<file path="src/rtl/pwm_referencia.sv">
// PWM generator with a double-buffered duty reference: loads land in a shadow
// register and are applied at the period wrap. Optional macro SOFT_START_EN ramps duty upward by STEP per period.
module pwm_referencia #(
    parameter int W    = 9,
    parameter int STEP = 8
) (
    input  logic         clk,
    input  logic         reset,
    input  logic         en,
    input  logic [W-1:0] ref_in,
    input  logic         ref_valid,
    output logic         pwm_out,
    output logic         period_end,
    output logic         pending,
    output logic [W-1:0] duty
);

    localparam logic [W-1:0] CNT_MAX = '1;
    localparam logic [W:0]   STEP_V  = (W+1)'(STEP);

    logic [W-1:0] cnt_q, cnt_d;
    logic [W-1:0] shadow_q, shadow_d;
    logic [W-1:0] duty_q, duty_d;
    logic         pwm_q, pwm_d;
    logic         period_end_q, period_end_d;
    logic         pending_q, pending_d;

    logic         wrap;
    logic [W-1:0] duty_wrap;

    assign wrap = (cnt_q == CNT_MAX);

`ifdef SOFT_START_EN
    logic [W:0] gap;

    // Upward moves are limited to STEP per period and never overshoot the
    // shadow; downward moves are taken in one go.
    always_comb begin
        gap = {1'b0, shadow_q} - {1'b0, duty_q};
        if ((shadow_q > duty_q) && (gap > STEP_V)) begin
            duty_wrap = duty_q + STEP_V[W-1:0];
        end else begin
            duty_wrap = shadow_q;
        end
    end
`else
    logic unused_step;

    assign unused_step = ^STEP_V;
    assign duty_wrap   = shadow_q;
`endif

    always_comb begin
        cnt_d        = cnt_q;
        shadow_d     = shadow_q;
        duty_d       = duty_q;
        pwm_d        = pwm_q;
        period_end_d = period_end_q;
        pending_d    = pending_q;

        if (!en) begin
            // Idle: shadow and pending survive so a staged reference is not lost.
            cnt_d        = '0;
            duty_d       = '0;
            pwm_d        = 1'b0;
            period_end_d = 1'b0;
        end else begin
            cnt_d        = cnt_q + 1'b1;
            pwm_d        = (cnt_q < duty_q);
            period_end_d = wrap;
            if (ref_valid) begin
                shadow_d = ref_in;
            end
            if (wrap) begin
                duty_d    = duty_wrap;
                pending_d = ref_valid | (duty_wrap != shadow_q);
            end else if (ref_valid) begin
                pending_d = 1'b1;
            end
        end
    end

    always_ff @(posedge clk) begin
        if (reset) begin
            cnt_q        <= '0;
            shadow_q     <= '0;
            duty_q       <= '0;
            pwm_q        <= 1'b0;
            period_end_q <= 1'b0;
            pending_q    <= 1'b0;
        end else begin
            cnt_q        <= cnt_d;
            shadow_q     <= shadow_d;
            duty_q       <= duty_d;
            pwm_q        <= pwm_d;
            period_end_q <= period_end_d;
            pending_q    <= pending_d;
        end
    end

    assign pwm_out    = pwm_q;
    assign period_end = period_end_q;
    assign pending    = pending_q;
    assign duty       = duty_q;

endmodule
</file>
<file path="config.mk">
export PLATFORM = sky130hd
export DESIGN_NAME = pwm_referencia
export DESIGN_NICKNAME = d
export VERILOG_FILES = /design/src/rtl/pwm_referencia.sv
export SDC_FILE = /design/constraint.sdc
export NUM_CORES = 1
export LEC_CHECK = 0
export BUFFER_PORTS_ARGS = -buffer_cell sky130_fd_sc_hd__buf_2
export CELL_PAD_IN_SITES_DETAIL_PLACEMENT = 1
export CELL_PAD_IN_SITES_GLOBAL_PLACEMENT = 2
export CORE_ASPECT_RATIO = 0.7
export CORE_UTILIZATION = 30
export CTS_BUF_LIST = sky130_fd_sc_hd__clkbuf_8
export CTS_CLUSTER_DIAMETER = 80
export CTS_CLUSTER_SIZE = 40
export DETAILED_ROUTE_END_ITERATION = 16
export GPL_ROUTABILITY_DRIVEN = 1
export PLACE_DENSITY_LB_ADDON = 0.25
export SYNTH_ARGS = -nofsm -noshare
export SYNTH_HDL_FRONTEND = slang
export SYNTH_SLANG_ARGS = --single-unit
</file>
<file path="constraint.sdc">
create_clock -name clk -period 1.8 [get_ports clk]
set_input_delay 0 -clock clk [delete_from_list [all_inputs] [get_ports clk]]
set_output_delay 0 -clock clk [all_outputs]
set_load 0.02 [all_outputs]
</file>
==> out/results.ini, run 1 <==
[clocking]
cts_tree = built
worstSkewPairLatency_ns = 0.28
h-tree-depth = 2
clk_pin_slew_ns = 0.06
max-clock-path-buffers = 2
cts-root-buf = clkbuf_8
clock-sinks = 30
numCtsBuffers = 5
postCtsSetupRepairBufs = 0

[synthesis]
synth_seq_cells = 30
synthXorXnorAreaFrac = 0.04118
synthMuxAreaShare = 0.07059
synth_fa_ha_area_frac = 0.09804
synthesis.area_um2 = 1276
yosys.area_share.simple = 0.1843
avgSynthCellArea_um2 = 9.051
ys_types = 25
syn_inst = 141
yosysSeqAreaShare = 0.4706
yosysWarnings = 0
synth_nets = 164
synth_top_family_by_area = simple AND/OR/NAND/NOR gates
synth_compound_area_frac = 0.08431

[die]
fp.dieArea_um2 = 4523
die_y_um = 56.57
fp.coreArea_um2 = 3994
io_pins = 25
die_x_um = 79.96
fp-row-count = 19
start_util = 0.3195

[critical_path]
reg2reg_from = cnt_q[1]$_SDFF_PP0_
endpoint_kind = flip-flop
critPathLaunch = cnt_q[1]$_SDFF_PP0_
path_class = flip-flop to flip-flop
cp_data_required_time_ns = 1.96
ff2ff_path_depth = 8
critPathArrivalTime_ns = 1.87
r2r_end = duty[7]$_SDFFE_PP0P_
slowest_delay_ns = 0.35
cp-start-kind = flip-flop
crit_chain = ha_2, nand3_1, nor2_2, and3_1, ha_1, buf_12, mux2i_1, nor2_1
crit_family = simple AND/OR/NAND/NOR gates
cp_slowest_cell = dfxtp_2
cp_num_buf_inv = 1
crit_fanout = 11
rrSetupSlack_ns = 0.1

[timing]
worstMarginPinSlew_ns = 0.3640
finalCritPeriodShare = 0.9457
fin_crit_ns = 1.702
slew_viol_final = 0
relSlewSlack = 0.7573
max_freq_ghz = 0.5875
finalSetupViolCount = 0
setup_tns_ns = 0
rsz0062_at_grt = no
fin_worst_skew_ns = 0.003486
hold_violations = 0

[placement]
place_hpwl_um = 2071
gp_congestion = 0.7108
placed_cell_area_um2 = 1480
portBuffers = 24

[route]
wl_um = 2806
drc = 0
via_per_inst = 4.442
dr.pass1.iters = 4
ant_nets = 0
wl_per_cell_um = 12.04
drtIter0Drc = 28
vias = 1035

[power]
p_leak_nw = 0.6637
power.density_nw_per_um2 = 784.3
irDropWorstVdd_mv = 0.4643

[grt]
antenna_found_initial = 0
grt_overflow_total = 0
grt_pass1_wl_um = 4754
grt_max_degree = 20
grt_usage = 0.1416
grt_pass1_vias = 1067

[status]
run_status = complete, no violations

[hold_path]
min_path_cells = 2
whs_endpoint = duty_wrap[5]$_SDFFE_PP0P_
hold_start = reset
holdCritPathClass = input port to flip-flop

[finish]
area_growth_pct = 30.69
final_util = 0.4176
regArea_um2 = 601.8
final_nets = 203
fill_cells = 482
multi_input_area_um2 = 615.6
finish.instance_area_um2 = 1668
drive_gt1_frac = 0.2265
n_antenna_cell = 0

[job]
maxCapViolations = 0

[timing repair]
action	in CTS	in global routing
resized for setup	0	3
setup endpoints to repair	0	10
endpoints found under the hold margin	9	0
hold buffers	9	0
[sequential cells by signal, summed over array words and instances (netlist names)]
signal,count
cnt_q,9
duty,9
duty_wrap,9
pending,1
period_end,1
pwm_out,1
[power breakdown]
| part | switching [W] | internal [W] |
|---|---|---|
| sequential | 0.00000737 | 0.000677 |
| combinational | 0.0000384 | 0.0000398 |
| clock | 0.000243 | 0.000302 |
[cell usage in the layout (no fill, tap or decap), drive strengths merged]
cell type    instances
dfxtp               30
buf                 28
nand2               22
nor2                20
inv                 12
a21oi               11
ha                  10
mux2i                9
dlygate4sd3          9
clkbuf               6
xor2                 3
xnor2                3
nand3                2
and3                 2
nor2b                2
nand2b               2
and4                 1
nand4                1
and2                 1
a2111oi              1
o21a                 1
o21ai                1
o21bai               1
a2111o               1
a31oi                1
clkinv               1
[worst reg2reg max path, stage by stage, from the launching register on]
cell     delay [ns]
dfxtp_2        0.35
ha_2           0.19
nand3_1        0.13
nor2_2         0.15
and3_1         0.16
ha_1           0.19
buf_12         0.15
mux2i_1        0.20
nor2_1         0.06
[cells in the mapped netlist (all sizes together)]
cell type	n	area, µm²
xor2	3	26.28
nand4	1	6.260
buf	4	20.02
o21bai	1	7.510
dfxtp	30	600.6
clkbuf	1	3.750
a2111oi	1	15.01
nand3	2	10.01
xnor2	3	26.28
and2	1	6.260
mux2i	9	90.09
nor2	20	75.07
a2111o	1	11.26
ha	10	125.1
nor2b	2	12.51
nand2	22	82.58
and4	1	10.01
nand2b	2	20.02
a21oi	11	55.05
o21ai	1	5.000
o21a	1	7.510
inv	11	41.29
and3	2	12.51
a31oi	1	6.260
[kinds of logic after synthesis]
| logic type | Yosys count |
|---|---|
| compound gates | 17 |
| flops | 30 |
| simple gates | 53 |
| fa+ha+maj | 10 |
| buf+inv | 16 |
| xor+xnor | 6 |
| mux | 9 |
[worst max-delay path by stage]
stage                      endpoint  cells after the start  slack (ns)
6_report       duty[7]$_SDFFE_PP0P_                      8         0.1
3_3_place_gp   duty[0]$_SDFFE_PP0P_                      8        0.13
5_1_grt        duty[3]$_SDFFE_PP0P_                      8       0.006
4_1_cts        duty[7]$_SDFFE_PP0P_                      8        0.05
2_1_floorplan  duty[0]$_SDFFE_PP0P_                      8         0.1
3_5_place_dp   duty[7]$_SDFFE_PP0P_                      8        0.06
[layout make-up]
type,instances,area share
Multi-Input combinational cell,95,0.3691
Sequential cell,30,0.3608
Timing Repair Buffer,37,0.1515
Clock buffer,6,0.04951
Tap cell,52,0.03901
Inverter,11,0.02476
Clock inverter,2,0.005251
[per-stage QoR]
step                cells  power (W)  hold WS (ns)  setup WS (ns)
finish                233   0.001308       0.03273        0.09779
global route          233   0.001373       0.02105       0.005889
CTS                   233   0.001330       0.02573        0.04615
detailed placement    216  0.0007633        0.2494        0.05971
global placement      216  0.0007606        0.2418         0.1276
floorplan             141  0.0007351        0.1360        0.09857
[routing by layer]
layer / track usage / vias up / part of all wire
met3: 0.05528 / 6 / 0.045
met5: 0 / - / 0
met1: 0.1697 / 475 / 0.48
met4: 0.06122 / 0 / 0.018
li1: - / 536 / -
met2: 0.2247 / 18 / 0.45
No activity file was read; power rests on OpenSTA's default activity.
==> run 2: changes to the inputs <==
Settings changed: CAP_MARGIN from default to 20, CORE_UTILIZATION 30 to 34, MAX_ROUTING_LAYER from default to met4.
Clock period 1.8 ns to 1.63 ns, I/O delays scaled along.
==> out/results.ini, run 2 (synthesis gave the netlist of run 1 again) <==
[status]
run_status = complete, no violations

[placement]
place_hpwl_um = 2168  ; +4.7%
placed_cell_area_um2 = 1530  ; +3.4%
gp_congestion = 0.7436  ; +4.6%
post-place-cells = 221  ; +2.3%
portBuffers = 24  ; unchanged

[grt]
antenna_found_initial = 0  ; unchanged
grt_max_degree = 20  ; unchanged
grt_usage = 0.1771  ; +0.03546
grt_pass1_wl_um = 4912  ; +3.3%
grt_pass1_vias = 1105  ; +3.6%
grt_overflow_total = 0  ; unchanged

[timing]
fin_crit_ns = 1.530  ; -0.1719 ns
hold_violations = 0  ; unchanged
finalCritPeriodShare = 0.9389  ; -0.006816
max_freq_ghz = 0.6535  ; +11%
fin_worst_skew_ns = 0.005287  ; +0.001801 ns
relSlewSlack = 0.7346  ; -0.02273
slew_viol_final = 0  ; unchanged
rsz0062_at_grt = no
worstMarginPinSlew_ns = 0.3981  ; +0.03410 ns
finalSetupViolCount = 0  ; unchanged

[power]
p_switching_w = 0.0003389  ; +17%
p_leak_nw = 0.7038  ; +6.0%
power.density_nw_per_um2 = 826.5  ; +5.4%
irDropWorstVdd_mv = 0.4994  ; +7.6%
total_power_w = 0.001473  ; +13%
intPower_w = 0.001134  ; +11%
switching_share = 0.2302  ; +0.009346
power_frac_seq = 0.515  ; -0.009
pwr-share-comb = 0.062  ; +0.002
pwr-share-clk = 0.424  ; +0.007

[die]
fp-row-count = 18  ; -1
start_util = 0.3586  ; +0.03910
fp.coreArea_um2 = 3558  ; -11%
fp.dieArea_um2 = 4006  ; -11%
die_y_um = 53.26  ; -5.9%
die_x_um = 75.23  ; -5.9%
io_pins = 25  ; unchanged

[route]
drtIter0Drc = 72  ; +160%
wl_per_cell_um = 12.30  ; +2.1%
wl_met3_um = 89  ; -29%
drc = 0  ; unchanged
wl_um = 2952  ; +5.2%
wl_met1_um = 1497  ; +10%
wl_met2_um = 1331  ; +4.5%
ant_nets = 0  ; unchanged
dr.pass1.iters = 4  ; unchanged
dr.max_layer_used = met4
via_per_inst = 4.433  ; -0.20%
vias = 1064  ; +2.8%

[finish]
finish.instance_area_um2 = 1782  ; +6.8%
final_cell_mix = 28 x dfxtp_1, 24 x buf_2, 22 x nand2_1, 19 x nor2_1, 12 x buf_4
n_antenna_cell = 0  ; unchanged
stdcell_count = 240  ; +3.0%
final_nets = 212  ; +4.4%
mostFrequentLayoutCell = dfxtp_1
drive_gt1_frac = 0.2947  ; +0.06822
area_growth_pct = 39.61
fill_cells = 436  ; -9.5%

[critical_path]
critPathLaunch = duty[8]$_SDFFE_PP0P_
ff2ff_path_depth = 5  ; -3
critPathArrivalTime_ns = 1.73  ; -0.14 ns
crit_chain = inv_1, ha_1, and3_1, a2111o_1, a31oi_1
path_class = flip-flop to flip-flop
cp-start-kind = flip-flop
cp_data_required_time_ns = 1.83  ; -0.13 ns
cp_slowest_cell = a2111o_1
crit_fanout = 3  ; -8
cp_num_buf_inv = 1  ; unchanged
crit_family = compound AO/OA/AOI/OAI gates
reg2reg_from = duty[8]$_SDFFE_PP0P_
endpoint_kind = flip-flop
crit_cells = 5  ; -3
slowest_delay_ns = 0.40  ; +0.05 ns

[hold_path]
hold_start = reset
min_path_cells = 2  ; unchanged
holdCritPathClass = input port to flip-flop

[clocking]
h-tree-depth = 2  ; unchanged
max-clock-path-buffers = 2  ; unchanged
clock-sinks = 30  ; unchanged
cts-root-buf = clkbuf_8
numCtsBuffers = 5  ; unchanged
worstSkewPairLatency_ns = 0.28  ; about the same
clk_pin_slew_ns = 0.07  ; about the same
cts_tree = built

[job]
maxCapViolations = 0  ; unchanged

==> run 2: layout make-up <==
cell class / instances / area [µm²] / area share
Clock buffer: 6 / 82.58 / 0.04635
Multi-Input combinational cell: 95 / 659.4 / 0.3701
Clock inverter: 2 / 12.51 / 0.007022
Sequential cell: 30 / 603.1 / 0.3385
Timing Repair Buffer: 46 / 320.3 / 0.1798
Tap cell: 50 / 62.56 / 0.03511
Inverter: 11 / 41.29 / 0.02317
==> run 2: worst paths after layout <==
| kind | endpoint | slack (ns) |
|---|---|---|
| worst max-delay path | pwm_out$_SDFF_PP0_ | 0.1 |
| worst min-delay path | pending$_SDFFE_PP0P_ | 0.03 |
| worst max register to register | pwm_out$_SDFF_PP0_ | 0.1 |
| worst min register to register | duty_wrap[5]$_SDFFE_PP0P_ | 0.46 |
==> run 2: layer usage <==
layer / vias to the layer above / global-route usage
li1: 557 / -
met1: 485 / 0.2212
met2: 17 / 0.2733
met3: 5 / 0.04571
met4: 0 / 0.07407
met5: - / -
==> run 2: per-stage QoR <==
stage | utilization | TNS [ns] | hold slack [ns] | setup WS [ns]
after floorplan | - | 0 | 0.1360 | 0.01691
after CTS | 0.4887 | 0 | 0.02209 | 0.01536
final | 0.5007 | 0 | 0.02923 | 0.09966
after global routing | 0.5007 | 0 | 0.05457 | 0.003787
after detailed placement | 0.4300 | -0.1678 | 0.2477 | -0.06373
after global placement | 0.4300 | 0 | 0.2405 | 0.006099
==> run 2: power groups by stage <==
stage	combinational, W	sequential, W	clock, W
after floorplan	0.0000386	0.000773	0
after global placement	0.0000700	0.000771	0
after detailed placement	0.0000728	0.000772	0
after CTS	0.0000907	0.000756	0.000644
after global routing	0.000103	0.000759	0.000676
final	0.0000908	0.000758	0.000624
==> run 2: timing repair <==
action | in CTS | in global routing
hold endpoints to repair | 9 | 0
pin swaps | 1 | 3
hold buffers | 9 | 0
setup buffers | 1 | 1
setup endpoints to repair | 10 | 10
gates resized for setup | 5 | 6
